## config.mk

```make
export PLATFORM = sky130hd
export DESIGN_NAME = riscv_mem_arbiter
export DESIGN_NICKNAME = d
export VERILOG_FILES = /design/src/rtl/riscv_mem_pkg.sv /design/src/rtl/riscv_mem_wait_counter.sv /design/src/rtl/riscv_mem_arbiter.sv
export SDC_FILE = /design/constraint.sdc
export NUM_CORES = 1
export LEC_CHECK = 0
export ABC_AREA = 1
export CAP_MARGIN = 20
export CORE_AREA = 2 2 151 153
export DETAILED_ROUTE_END_ITERATION = 8
export DIE_AREA = 0 0 153 155
export PLACE_DENSITY_LB_ADDON = 0.2
export SLEW_MARGIN = 0
export SYNTH_ARGS = -nofsm -noshare
export SYNTH_HDL_FRONTEND = slang
export SYNTH_SLANG_ARGS = --single-unit
```

## constraint.sdc

```tcl
create_clock -name clk -period 1.7 [get_ports clk]
set_input_delay 0.51 -clock clk [delete_from_list [all_inputs] [get_ports clk]]
set_output_delay 0.51 -clock clk [all_outputs]
set_load 0.02 [all_outputs]
```

## src/rtl/riscv_mem_pkg.sv

```systemverilog
// rtl/riscv_mem_pkg.sv - shared types and defaults for the fetch/LSU memory arbiter
//
// Purpose: FSM state and grant encodings plus the default wait-state count,
// shared by riscv_mem_arbiter and riscv_mem_wait_counter.
// Ports: none (package).
package riscv_mem_pkg;

  typedef enum logic [1:0] {
    IDLE,
    BUSY,
    DONE
  } mem_state_e;

  typedef enum logic {
    GNT_IF,
    GNT_LS
  } mem_grant_e;

  localparam int DEFAULT_WAIT = 3;

endpackage

```

## src/rtl/riscv_mem_wait_counter.sv

```systemverilog
// rtl/riscv_mem_wait_counter.sv - wait-state counter for the shared memory access
//
// Purpose: counts enabled cycles of one memory access and flags the last one.
// Ports:
//   clk    - system clock, rising edge
//   rst    - synchronous active-high reset
//   clear  - restart the count at zero (asserted on every grant)
//   enable - advance the count by one
//   done   - high while count == WAIT-1, i.e. in the final wait-state cycle
module riscv_mem_wait_counter
  import riscv_mem_pkg::*;
#(
  parameter int WAIT = DEFAULT_WAIT
) (
  input  logic clk,
  input  logic rst,
  input  logic clear,
  input  logic enable,
  output logic done
);

  localparam int CW = $clog2(WAIT + 1);

  logic [CW-1:0] count;

  // Cleared on every grant, so it peaks at WAIT and never wraps.
  always_ff @(posedge clk) begin
    if (rst || clear) begin
      count <= '0;
    end else if (enable) begin
      count <= count + CW'(1);
    end
  end

  assign done = (count == CW'(WAIT - 1));

endmodule

```

## src/rtl/riscv_mem_arbiter.sv

```systemverilog
// rtl/riscv_mem_arbiter.sv - fetch/LSU arbiter and sequencer for one fixed-latency RAM
//
// Purpose: grants the shared single-port memory to the fetch or load/store
// requester, holds the memory enables for WAIT cycles, captures read data and
// returns a one-cycle ready pulse to the granted requester.
// Ports:
//   clk, rst                         - clock, synchronous active-high reset
//   if_req/if_addr                   - fetch request and word address
//   if_ready/if_rdata                - fetch completion pulse and data
//   ls_req/ls_we/ls_addr             - load/store request, store select, address
//   ls_wdata/ls_wstrb                - store data and byte enables
//   ls_ready/ls_rdata                - load/store completion pulse and load data
//   mem_en/mem_we/mem_addr           - memory enable, write enable, address
//   mem_wdata/mem_wstrb/mem_rdata    - memory write data, byte enables, read data
module riscv_mem_arbiter
  import riscv_mem_pkg::*;
#(
  parameter int ADDR_W = 16,
  parameter int DATA_W = 64,
  parameter int WAIT   = DEFAULT_WAIT
) (
  input  logic                clk,
  input  logic                rst,
  input  logic                if_req,
  input  logic [ADDR_W-1:0]   if_addr,
  output logic                if_ready,
  output logic [DATA_W-1:0]   if_rdata,
  input  logic                ls_req,
  input  logic                ls_we,
  input  logic [ADDR_W-1:0]   ls_addr,
  input  logic [DATA_W-1:0]   ls_wdata,
  input  logic [DATA_W/8-1:0] ls_wstrb,
  output logic                ls_ready,
  output logic [DATA_W-1:0]   ls_rdata,
  output logic                mem_en,
  output logic                mem_we,
  output logic [ADDR_W-1:0]   mem_addr,
  output logic [DATA_W-1:0]   mem_wdata,
  output logic [DATA_W/8-1:0] mem_wstrb,
  input  logic [DATA_W-1:0]   mem_rdata
);

  localparam int STRB_W = DATA_W / 8;

  mem_state_e        state_q, state_d;
  mem_grant_e        grant_q, last_grant_q, pick;
  logic [ADDR_W-1:0] addr_q;
  logic              we_q;
  logic [DATA_W-1:0] wdata_q;
  logic [STRB_W-1:0] wstrb_q;
  logic [DATA_W-1:0] rdata_q;
  logic              accept;
  logic              cnt_en;
  logic              cnt_done;

  // Lone requester wins; on contention the one not served last time wins.
  always_comb begin
    pick = GNT_IF;
    if (if_req && ls_req) begin
      pick = (last_grant_q == GNT_IF) ? GNT_LS : GNT_IF;
    end else if (ls_req) begin
      pick = GNT_LS;
    end
  end

  always_ff @(posedge clk) begin
    if (rst) begin
      state_q <= IDLE;
    end else begin
      state_q <= state_d;
    end
  end

  always_comb begin
    state_d  = state_q;
    accept   = 1'b0;
    cnt_en   = 1'b0;
    mem_en   = 1'b0;
    mem_we   = 1'b0;
    if_ready = 1'b0;
    ls_ready = 1'b0;
    case (state_q)
      IDLE: begin
        if (if_req || ls_req) begin
          accept  = 1'b1;
          state_d = BUSY;
        end
      end
      BUSY: begin
        cnt_en = 1'b1;
        mem_en = 1'b1;
        // we_q is only ever set for LS grants; the grant gate keeps fetches read-only.
        mem_we = (grant_q == GNT_LS) && we_q;
        if (cnt_done) begin
          state_d = DONE;
        end
      end
      DONE: begin
        if_ready = (grant_q == GNT_IF);
        ls_ready = (grant_q == GNT_LS);
        state_d  = IDLE;
      end
      default: state_d = IDLE;
    endcase
  end

  always_ff @(posedge clk) begin
    if (rst) begin
      grant_q      <= GNT_IF;
      last_grant_q <= GNT_IF;
      addr_q       <= '0;
      we_q         <= 1'b0;
      wdata_q      <= '0;
      wstrb_q      <= '0;
      rdata_q      <= '0;
    end else begin
      if (accept) begin
        grant_q <= pick;
        addr_q  <= (pick == GNT_LS) ? ls_addr : if_addr;
        we_q    <= (pick == GNT_LS) && ls_we;
        wdata_q <= ls_wdata;
        wstrb_q <= ls_wstrb;
      end
      // Stores keep the previous read data visible on the rdata outputs.
      if ((state_q == BUSY) && cnt_done && !we_q) begin
        rdata_q <= mem_rdata;
      end
      if (state_q == DONE) begin
        last_grant_q <= grant_q;
      end
    end
  end

  riscv_mem_wait_counter #(
    .WAIT(WAIT)
  ) u_wait_counter (
    .clk   (clk),
    .rst   (rst),
    .clear (accept),
    .enable(cnt_en),
    .done  (cnt_done)
  );

  // Bus fields are held at zero outside an access so reset and idle look the same.
  assign mem_addr  = mem_en ? addr_q  : '0;
  assign mem_wdata = mem_en ? wdata_q : '0;
  assign mem_wstrb = mem_en ? wstrb_q : '0;
  assign if_rdata  = rdata_q;
  assign ls_rdata  = rdata_q;

endmodule

```

# After elaboration in Yosys (flattened, before gate mapping)
# Index checks and enable logic that the tools add are counted.
# totals
out_inout_bits	220
elab_cells	42
reg_bits	159
# classes
n_bitwise	1
addsub	1
n_reduce_logical	10
n_eq_ne	5
n_mux	16
# op_table
op	n
$mux 64	1
$mux 16	2
$mux 1	9
$mux 8	1
$logic_and 1x1->1	5
$eq 2x2->1 const B	2
$mux 2	2
$ne 2x2->1 const B	2
$pmux 2 s2	1
$add 2x1->2 const B	1
$eq 2x1->1 const B	1
$logic_not 2->1	1
$logic_or 1x1->1	2
$reduce_and 2->1	1
$logic_not 1->1	1
$not 1->1	1

# Depth between registers and ports, before layout
# depth
ltp_word	4
mapped_depth	9
mapped_depth_nobuf	7

# Cells and area by module
# A second synthesis with hierarchy kept.
# unflattened
cells_unflattened	1187
area_unflattened_um2	7676.1
# modules_own_cells
mod	cells_each	area_each_um2	instances
riscv_mem_arbiter	1172	7576.0	1
riscv_mem_wait_counter	15	100.1	1

# Worst setup path before layout
# OpenSTA, ideal clock, no wires.
# synth_path
kind	register -> output
start	reg we_q
end	out mem_we
n_path_buf	1
path_slack_ns	0.048
t_arrival_ns	1.142
required_time_ns	1.190
path_stages_with_launch	4
path_cell_list	dfxtp_1 > inv_1 > clkbuf_1 > nor3_1
# synth_via
elab_chain_cells	2
# synth_rtl
item	line_no	rtl
start, declared	riscv_mem_arbiter.sv:48	logic we_q;
start signal, assigned	riscv_mem_arbiter.sv:120	we_q <= (pick == GNT_LS) && ls_we;
$logic_and 1x1->1	riscv_mem_arbiter.sv:93	mem_we = (grant_q == GNT_LS) && we_q;
$mux 1	riscv_mem_arbiter.sv:82	case (state_q)
end, declared	riscv_mem_arbiter.sv:36	output logic mem_we,
# Every way passes these cells.

# Worst setup path in the final report
# layout_path
start	reg state_q[1]
end	out mem_we
# layout_via
elab_chain_cells	2
# layout_rtl
item	line_no	rtl
start, declared	riscv_mem_arbiter.sv:45	mem_state_e state_q, state_d;
start signal, assigned	riscv_mem_arbiter.sv:70	state_q <= state_d;
$eq 2x1->1	riscv_mem_arbiter.sv:82	
$mux 1	riscv_mem_arbiter.sv:82	
# Every way passes these cells.

==> impl_metrics.py <==
metrics = {
    "finish": {
        "fin_cells": 1697,
        "area_growth_pct": 67.2,
        "nFillCells": 2113,
        "antenna_cells": 0,
        "final_cell_mix": "nand2_1, inv_1, clkdlybuf4s50_1, nor2_1, dfxtp_1",
        "fin_nets": 1573,
        "drive_gt1_share_pct": 19.0,
        "final_common_cell": "nand2_1",
        "final_area_mm2": 0.0122,
        "final_core_util_pct": 55.0,
    },
    "global_route": {
        "gr-usage-met3_pct": 6.60,
        "gr-total-overflow": 0,
        "use_met2_pct": 34.8,
        "grt_util_all_layers_pct": 19.9,
        "grt_util_met1_pct": 23.6,
        "grt_max_degree": 66,
        "antenna_found_initial": 0,
        "grt_first_pass_wirelength_mm": 37.7,
        "grt_pass1_vias": 7000,
        "grt_busiest_layer": "met2",
    },
    "critical_path": {
        "crit_chain": "clkinv_4 -> nand2_8 -> buf_12 -> buf_6 -> nor3_2 -> buf_4",
        "critPathLaunchType": "flip-flop",
        "worst_setup_path_end_kind": "primary output",
        "critPathMaxFanout": 5,
        "critical_path.slowest_cell": "dfxtp_2",
        "required_ns": 1.19,
        "slowest_delay_ns": 0.34,
        "crit_type": "flip-flop to primary output",
        "arrival_ns": 1.47,
    },
    "drt": {
        "wl_per_cell_um": 14.7,
        "routed_via_density": 4.38,
        "ant_nets": 0,
        "firstDrtPassIters": 4,
        "drc": 0,
        "drt_iter0_markers": 300,
        "vias": 7432,
        "wl_mm": 25.0,
    },
    "synthesis": {
        "yosysWarnings": 0,
        "netlist_instances": 1067,
        "yosysUniqueCellTypes": 21,
        "yosys_register_bits": 159,
        "syn_avg_cell_area_um2": 6.85,
        "syn_nets": 1241,
        "ys_seq_area_share_pct": 43.6,
        "synth_area_mm2": 0.00731,
    },
    "floorplan": {
        "core_area_mm2": 0.0222,
        "initial_utilization_pct": 32.9,
        "die_h_um": 155,
        "rows": 55,
        "ios": 393,
        "die_area_mm2": 0.0237,
        "chipWidth_um": 153,
    },
    "min_path": {
        "hold_class": "flip-flop to flip-flop",
    },
    "clock_tree": {
        "numCtsBuffers": 17,
        "cts.path.max_buffers": 2,
        "hold_buffers": 0,
        "cts.sinks": 159,
        "cts_tree": "yes",
        "path_clk_slew_ns": 0.07,
        "clock_latency_ns": 0.43,
        "cts-root-buf": "clkbuf_16",
        "htree_levels": 4,
    },
    "pwr": {
        "power_mw": 9.73,
        "power.leakage_nw": 5.63,
        "power_density_mw_per_mm2": 796,
        "vdd_drop_max_v": 0.000556,
    },
    "timing": {
        "fin_skew_ns": 0.0132,
        "worstMarginPinSlew_ns": 0.389,
        "setup_slack_ns": -0.278,
        "rsz0062_at_grt": "yes",
        "final_hold_viol_count": 0,
        "setup_viol": 92,
        "finalCritPeriodShare_pct": 116,
        "finalCriticalPeriod_ns": 1.98,
        "max_freq_mhz": 505,
        "setup_tns_ns": -18.22,
        "slew_violations": 0,
        "slew_headroom_pct": 74.1,
    },
    "place": {
        "dp_cells": 1644,
        "io_buffers": 392,
        "globalplace.congestion": 0.808,
        "dp_hpwl_mm": 17.3,
        "placed_cell_area_mm2": 0.0111,
    },
    "status": {
        "status": "finished with violations",
        "failed_checks": "negative setup slack",
    },
    "job": {
        "maxCapViolCount": 0,
    },
}
==> critical path: cells and delay by family, from the launching register on <==
kind	cells	cell delay, ns
buffers and inverters	4	0.52
flip-flops	1	0.34
AND/OR/NAND/NOR	2	0.18
==> layout make-up <==
| type | instances | area (um2) | area share (%) |
|---|---|---|---|
| Clock buffer | 17 | 425 | 3.48 |
| Sequential cell | 159 | 3190 | 26.1 |
| Multi-Input combinational cell | 601 | 3000 | 24.6 |
| Inverter | 178 | 678 | 5.55 |
| Timing Repair Buffer | 442 | 4400 | 36.0 |
| Tap cell | 285 | 357 | 2.92 |
| Clock inverter | 15 | 169 | 1.38 |
==> metal layers <==
layer | share of wire, % | wire, um | up-vias
met5 | 0 | 0 | -
met4 | 1.0 | 259 | 0
met3 | 7.5 | 1870 | 15
met2 | 50 | 12400 | 276
met1 | 42 | 10400 | 3312
li1 | - | - | 3829
==> stage by stage <==
stage,setup slack [ns],hold slack [ns]
finish,-0.278,0.457
global route,-0.332,0.479
global placement,-0.294,0.438
floorplan,0.0483,0.426
CTS,-0.313,0.458
detailed placement,-0.305,0.443
==> cell families (layout without fill, tap and decap cells) <==
logic type	after synthesis	after routing	share of synthesized area, %
and+or+nand+nor	522	523	30.5
buffers and inverters	308	652	20.5
DFF	159	159	43.6
AOI/OAI and AO/OA	77	77	5.27
adders and majority gates	1	1	0.171
==> cell usage after synthesis <==
cell type	count	area, um2
buf_4	68	510
or2_2	2	12.5
nand3_1	18	90.1
buf_6	6	67.6
nand2_1	195	732
dfxtp_1	159	3180
o21ai_1	63	315
nand3b_1	16	120
clkbuf_1	14	52.6
o21ai_0	10	50.1
nor2_4	2	22.5
nand2_2	2	12.5
nand4_1	64	400
nor3_1	2	10.0
buf_2	33	165
nor2_1	221	830
inv_2	3	11.3
ha_1	1	12.5
inv_1	175	657
a21oi_1	4	20.0
buf_1	9	33.8
==> final timing paths <==
| path | from | endpoint | slack, ns | depth (start not counted) |
|---|---|---|---|---|
| setup / recovery | state_q[1] | mem_we | -0.28 | 6 |
| hold / removal | addr_q[6] | addr_q[6] | 0.46 | 2 |
| setup reg to reg | state_q[0] | addr_q[2] | 0.12 | 9 |
| hold reg to reg | addr_q[6] | addr_q[6] | 0.46 | 2 |
==> registers in the layout (all words and copies together), names as in the netlist <==
register              count
u_wait_counter.count      2
last_grant_q              1
we_q                      1
addr_q                   16
if_rdata                 64
state_q                   2
wstrb_q                   8
wdata_q                  64
grant_q                   1
==> repair_timing <==
item / CTS / global route
pin swaps: 3 / 8
setup buffers: 9 / 7
gates cloned: 3 / 5
setup endpoints to repair: 220 / 134
resized for setup: 665 / 129
==> power breakdown <==
part / total (mW) / switching [mW] / leakage (nW) / internal [mW]
sequential: 3.99 / 0.0734 / 1.30 / 3.92
combinational: 1.91 / 0.970 / 4.04 / 0.939
clock: 3.83 / 1.85 / 0.286 / 1.98
total: 9.73 / 2.89 / 5.63 / 6.84
(Power assumes the default switching activity.)
